<file path="src/rtl/systolic_pkg.sv">
// Shared types and helpers for the systolic array result path.
// Default geometry, element typedefs and row-major packing helpers.
package systolic_pkg;

   localparam int DEF_ROWS      = 2;
   localparam int DEF_COLS      = 2;
   localparam int DEF_ACC_WIDTH = 9;
   localparam int DEF_OUT_WIDTH = 8;
   localparam int DEF_SHIFT     = 0;
   localparam int DEF_CNT_WIDTH = 8;
   localparam int NUM_ELEM      = DEF_ROWS * DEF_COLS;

   typedef logic [DEF_ACC_WIDTH-1:0]          elem_t;
   typedef logic [DEF_OUT_WIDTH-1:0]          out_elem_t;
   typedef logic [NUM_ELEM*DEF_ACC_WIDTH-1:0] mat_t;

   // Index width for a count of n items; a single item still needs one bit.
   function automatic int IDX_W(input int n);
      return (n > 1) ? $clog2(n) : 1;
   endfunction

   // Element k = r*COLS + c of a row-major packed matrix.
   function automatic elem_t elem_slice(input mat_t m, input int k);
      return m[k*DEF_ACC_WIDTH +: DEF_ACC_WIDTH];
   endfunction

endpackage

</file>
<file path="src/rtl/systolic_requant.sv">
// Requantizes one accumulator element: logical right shift, then unsigned
// saturation to the output width.
module systolic_requant #(
   parameter int ACC_WIDTH = 9,
   parameter int OUT_WIDTH = 8,
   parameter int SHIFT     = 0
) (
   input  logic [ACC_WIDTH-1:0] elem,
   output logic [OUT_WIDTH-1:0] q
);

   logic [ACC_WIDTH-1:0] shifted;

   assign shifted = elem >> SHIFT;

   // A wide enough output can hold every shifted value, so no clamp is built.
   if (OUT_WIDTH >= ACC_WIDTH) begin : g_nosat
      assign q = OUT_WIDTH'(shifted);
   end else begin : g_sat
      assign q = (|shifted[ACC_WIDTH-1:OUT_WIDTH]) ? '1 : shifted[OUT_WIDTH-1:0];
   end

endmodule

</file>
<file path="src/rtl/systolic_drain.sv">
// Captures completed C matrices into a 2-slot ping-pong buffer and streams
// them row-major on a valid/ready port, requantizing each element.
module systolic_drain
   import systolic_pkg::*;
#(
   parameter int ROWS      = DEF_ROWS,
   parameter int COLS      = DEF_COLS,
   parameter int ACC_WIDTH = DEF_ACC_WIDTH,
   parameter int OUT_WIDTH = DEF_OUT_WIDTH,
   parameter int SHIFT     = DEF_SHIFT,
   parameter int CNT_WIDTH = DEF_CNT_WIDTH
) (
   input  logic                           clk,
   input  logic                           rst,
   input  logic                           mat_valid,
   input  logic [ROWS*COLS*ACC_WIDTH-1:0] mat_c,
   output logic                           slot_free,
   output logic                           out_valid,
   input  logic                           out_ready,
   output logic [OUT_WIDTH-1:0]           out_data,
   output logic [IDX_W(ROWS)-1:0]         out_row,
   output logic [IDX_W(COLS)-1:0]         out_col,
   output logic                           out_last,
   output logic                           overflow,
   output logic [CNT_WIDTH-1:0]           drop_count,
   input  logic                           clear_ovf
);

   localparam int NUM   = ROWS * COLS;
   localparam int EW    = IDX_W(NUM);
   localparam int RW    = IDX_W(ROWS);
   localparam int CW    = IDX_W(COLS);
   localparam int MAT_W = NUM * ACC_WIDTH;
   localparam logic [EW-1:0] LAST_IDX = EW'(NUM - 1);

   logic [MAT_W-1:0]     slot_mem [2];
   logic [1:0]           full;
   logic [1:0]           full_nxt;
   logic                 wr_ptr;
   logic                 rd_ptr;
   logic [EW-1:0]        elem_idx;
   logic                 handshake;
   logic                 release_rd;
   logic                 capture;
   logic                 drop;
   logic [ACC_WIDTH-1:0] sel_elem;

   // A full buffer can still accept when the slot under wr_ptr is being
   // released on this very edge (wr_ptr == rd_ptr whenever both are full).
   always_comb begin
      handshake  = full[rd_ptr] & out_ready;
      release_rd = handshake & (elem_idx == LAST_IDX);
      capture    = mat_valid & (~full[wr_ptr] | (release_rd & (wr_ptr == rd_ptr)));
      drop       = mat_valid & ~capture;
      full_nxt   = full;
      if (release_rd) full_nxt[rd_ptr] = 1'b0;
      if (capture)    full_nxt[wr_ptr] = 1'b1;
   end

   always_ff @(posedge clk or posedge rst) begin
      if (rst) begin
         full        <= '0;
         wr_ptr      <= 1'b0;
         rd_ptr      <= 1'b0;
         elem_idx    <= '0;
         slot_mem[0] <= '0;
         slot_mem[1] <= '0;
      end else begin
         full <= full_nxt;
         if (handshake) elem_idx <= release_rd ? '0 : elem_idx + 1'b1;
         if (release_rd) rd_ptr <= ~rd_ptr;
         if (capture) begin
            slot_mem[wr_ptr] <= mat_c;
            wr_ptr           <= ~wr_ptr;
         end
      end
   end

   // A drop coinciding with clear_ovf leaves exactly that one drop recorded.
   always_ff @(posedge clk or posedge rst) begin
      if (rst) begin
         overflow   <= 1'b0;
         drop_count <= '0;
      end else if (drop) begin
         overflow <= 1'b1;
         if (clear_ovf)           drop_count <= CNT_WIDTH'(1);
         else if (~&drop_count)   drop_count <= drop_count + 1'b1;
      end else if (clear_ovf) begin
         overflow   <= 1'b0;
         drop_count <= '0;
      end
   end

   always_comb begin
      out_valid = full[rd_ptr];
      slot_free = ~(full[0] & full[1]);
      out_last  = (elem_idx == LAST_IDX);
      out_row   = RW'(int'(elem_idx) / COLS);
      out_col   = CW'(int'(elem_idx) % COLS);
      sel_elem  = slot_mem[rd_ptr][int'(elem_idx)*ACC_WIDTH +: ACC_WIDTH];
   end

   systolic_requant #(
      .ACC_WIDTH (ACC_WIDTH),
      .OUT_WIDTH (OUT_WIDTH),
      .SHIFT     (SHIFT)
   ) u_requant (
      .elem (sel_elem),
      .q    (out_data)
   );

endmodule

</file>
<file path="config.mk">
export PLATFORM = sky130hd
export DESIGN_NAME = systolic_drain
export DESIGN_NICKNAME = d
export VERILOG_FILES = /design/src/rtl/systolic_pkg.sv /design/src/rtl/systolic_requant.sv /design/src/rtl/systolic_drain.sv
export SDC_FILE = /design/constraint.sdc
export NUM_CORES = 1
export LEC_CHECK = 0
export ABC_AREA = 1
export ABC_CLOCK_PERIOD_IN_PS = 4700
export CAP_MARGIN = 20
export CORE_ASPECT_RATIO = 1.1
export CORE_MARGIN = 5
export CORE_UTILIZATION = 65
export DETAILED_ROUTE_END_ITERATION = 10
export DONT_BUFFER_PORTS = 1
export HOLD_SLACK_MARGIN = 0.08
export MAX_ROUTING_LAYER = met4
export PLACE_DENSITY_LB_ADDON = 0.08
export SLEW_MARGIN = 20
export SYNTH_ARGS = -nofsm -noshare
export SYNTH_HDL_FRONTEND = slang
export SYNTH_SLANG_ARGS = --single-unit
</file>
<file path="constraint.sdc">
create_clock -name clk -period 4.7 [get_ports clk]
set_input_delay 0.235 -clock clk [delete_from_list [all_inputs] [get_ports clk]]
set_output_delay 0.235 -clock clk [all_outputs]
set_load 0.03 [all_outputs]
</file>
==> impl_metrics.py <==
metrics = {
    "cts": {
        "cts_resized": 0,
        "clk_pin_slew_ns": 0.09,
        "cts_inserted_buffers": 9,
        "clk_latency_ns": 0.35,
        "cts_tree": "built",
        "clk_path_buf_depth": 2,
        "clockRootBuffer": "clkbuf_8",
        "cts_sinks": 87,
        "htreeDepth": 3,
    },
    "flow_run": {
        "maxCapViolCount": 0,
    },
    "power_and_ir_drop": {
        "internal_power_w": 0.001810,
        "p_comb_share_pct": 45.6,
        "seqPwrFrac_pct": 38.8,
        "peakVddDrop_mv": 0.4682,
        "clockPowerShare_pct": 15.6,
        "switching_share_pct": 47.35,
        "p_total_w": 0.003438,
        "powerDensity_nw_per_um2": 710.7,
        "p_leak_nw": 2.376,
        "switchingPower_w": 0.001628,
    },
    "final_layout": {
        "layout_commonest_cell": "nand2_1",
        "synthToLayoutAreaGrowth_pct": 13.07,
        "final_util_pct": 74.23,
        "multi_input_comb_area_um2": 1730,
        "n_fill_cell": 487,
        "nets": 582,
        "ff_latch_area_um2": 2177,
        "stdcell_count": 626,
        "final_cell_mix": "nand2_1 (126), dfrtp_1 (87), inv_1 (49), nor2_1 (48), o21ai_0 (44)",
        "drive_gt1_share_pct": 10.66,
        "diodes": 0,
    },
    "drt": {
        "antenna_left": 0,
        "drt_iter0_drc": 265,
        "drcViolationCount": 0,
        "first_pass_iters": 5,
        "route.vias.total": 3525,
        "viasPerCell": 5.631,
        "wl_um": 9635,
        "wl_per_cell_um": 15.39,
    },
    "worst_hold_path": {
        "worstHoldStart": "out_ready",
        "min_delay_worst_endpoint": "elem_idx[1]$_DFFE_PP0P_",
        "min_path_type": "in -> reg",
        "hold_depth": 2,
    },
    "grt": {
        "grt_pass1_wl_um": 16240,
        "grt_usage_pct": 25.40,
        "grt_pass1_vias": 3411,
        "antenna_found_initial": 0,
        "grt_overflow": 0,
        "grt_max_degree": 74,
    },
    "sta": {
        "rsz0062_at_grt": "false",
        "period_share_pct": 67.96,
        "tightestPinTransition_ns": 0.9479,
        "min_period_ns": 3.194,
        "worst_clock_skew_ns": 0.008038,
        "finalSetupTns_ns": 0,
        "fmax_ghz": 0.3131,
        "report.final.hold_viol_count": 0,
        "setup_viol": 0,
        "relSlewSlack_pct": 36.80,
        "slew_viol_final": 0,
    },
    "setup_path": {
        "endpoint_kind": "output port",
        "critPathKind": "reg -> out",
        "r2r-end": "slot_mem[34]$_DFFE_PP0P_",
        "rr_worst_depth": 6,
        "r2r_slack_ns": 1.75,
        "critical_path.max_stage_delay_ns": 0.97,
        "cpMaxStageDelayCell": "dfrtp_1",
        "reg2reg_from": "elem_idx[0]$_DFFE_PP0P_",
        "cpLargestDelayFamily": "flip-flops",
        "crit_required_ns": 4.47,
        "startpoint_type": "flop",
        "path_cells": "inv_1 > o21ai_1 > o22ai_1 > o21ai_2 > nand3_1",
        "critPathBufInv": 1,
        "arrival_ns": 2.96,
        "path_max_fanout": 22,
    },
    "synth": {
        "synth-adder-area-share_pct": 0.5850,
        "synth_mux_area_share_pct": 0,
        "synth_area_um2": 4278,
        "yosysSeqAreaShare_pct": 50.89,
        "syn-num-nets": 556,
        "synthSimpleGateAreaFrac_pct": 19.86,
        "synth_compound_gate_area_share_pct": 18.78,
        "yosys_warnings": 0,
        "synth_cell_types": 26,
        "syn_area_per_cell_um2": 8.339,
        "syn-instance-count": 513,
        "ys_ff_latch": 87,
        "synth_xor_area_share_pct": 1.228,
        "synth_top_family_by_area": "simple AND/OR/NAND/NOR gates",
    },
    "floorplanning": {
        "num_rows": 31,
        "die_height_um": 95.09,
        "die_x_um": 87.35,
        "io-pin-count": 63,
        "start_util_pct": 65.65,
        "die-area_um2": 8306,
        "coreArea_um2": 6516,
    },
    "run_status": {
        "status": "finished clean",
    },
    "place": {
        "dp_hpwl_um": 6182,
        "gp_congestion": 0.8191,
        "dp.cells": 571,
        "port_buffers": 0,
    },
}
## synth_stat cells, drive strengths merged
cell type | count | share of area (%)
xnor2 | 2 | 0.41
o21ai | 112 | 16
clkbuf | 10 | 0.88
nor2 | 48 | 4.2
o211ai | 1 | 0.18
nand3 | 23 | 3.1
nand4 | 4 | 1.1
dfrtp | 87 | 51
xor2 | 4 | 0.82
a21oi | 4 | 0.47
inv | 52 | 4.6
ha | 2 | 0.58
nand2 | 128 | 11
clkinv | 1 | 0.088
buf | 18 | 3.1
o22ai | 17 | 2.5
## timing repair
action / CTS / global route
hold buffers: 39 / 0
hold endpoints to repair: 97 / 0
endpoints found under the setup margin: 0 / 0
buffers inserted: 0 / 0
## worst reg2reg max path, delay by kind of cell (launching register included)
| kind | cells | cell delay [ns] |
|---|---|---|
| simple gates | 4 | 1.15 |
| fa+ha+maj | 1 | 0.59 |
| compound gates | 1 | 0.09 |
| flops | 1 | 0.97 |
## final cells by class
class,instances,share of cell area [%]
repair buffers,43,8.691
well taps,82,2.121
flip-flops and latches,87,45.01
clock buffers,10,2.845
inverters,53,4.139
multi-input cells,345,35.77
clock inverters,6,1.423
## flip-flops by register name, summed over array words and instances (netlist names)
| name | flops |
|---|---|
| rd_ptr | 1 |
| overflow | 1 |
| slot_mem | 72 |
| drop_count | 8 |
| wr_ptr | 1 |
| elem_idx | 2 |
| full | 2 |
## through the flow
stage          setup slack (ns)  cell area (µm²)  hold slack [ns]
2_1_floorplan             2.215             4278           0.3834
3_3_place_gp              1.904             4240           0.1342
3_5_place_dp              1.778             4240           0.1353
4_1_cts                   1.533             4837           0.1128
5_1_grt                   1.358             4837           0.1230
6_report                  1.506             4837           0.1206
## power by group through the flow
| stage | sequential [W] | clock (W) | combinational [W] |
|---|---|---|---|
| floorplan | 0.00125 | 0 | 0.00135 |
| global placement | 0.00133 | 0 | 0.00148 |
| detailed placement | 0.00134 | 0 | 0.00153 |
| CTS | 0.00133 | 0.000543 | 0.00157 |
| global route | 0.00137 | 0.000580 | 0.00174 |
| finish | 0.00133 | 0.000536 | 0.00157 |
## per-layer routing
layer | vias to the layer above | share of wire (%) | global-route usage [%]
met3 | 12 | 6.2 | 5.359
met2 | 105 | 49 | 39.38
li1 | 1714 | - | -
met4 | 0 | 1.3 | 6.522
met1 | 1694 | 43 | 34.36
met5 | - | 0 | -
## worst max path at each step
stage                           endpoint  depth (start not counted)  slack (ns)                    start
5_1_grt                      out_data[3]                          5        1.36  elem_idx[0]$_DFFE_PP0P_
6_report                     out_data[2]                          5        1.51  elem_idx[0]$_DFFE_PP0P_
4_1_cts                      out_data[2]                          5        1.53  elem_idx[0]$_DFFE_PP0P_
3_5_place_dp    slot_mem[23]$_DFFE_PP0P_                          6        1.78  elem_idx[0]$_DFFE_PP0P_
2_1_floorplan  drop_count[0]$_DFFE_PP0P_                          1        2.21                      rst
3_3_place_gp    slot_mem[28]$_DFFE_PP0P_                          6        1.90  elem_idx[0]$_DFFE_PP0P_
## cells by family (layout without fill, tap and decap cells)
family          count (synthesis)  in the layout
compound gates                134            134
xor+xnor                        6              6
fa+ha+maj                       2              2
buf+inv                        81            112
flops                          87             87
simple gates                  203            203
No activity file was read; power rests on OpenSTA's default activity.
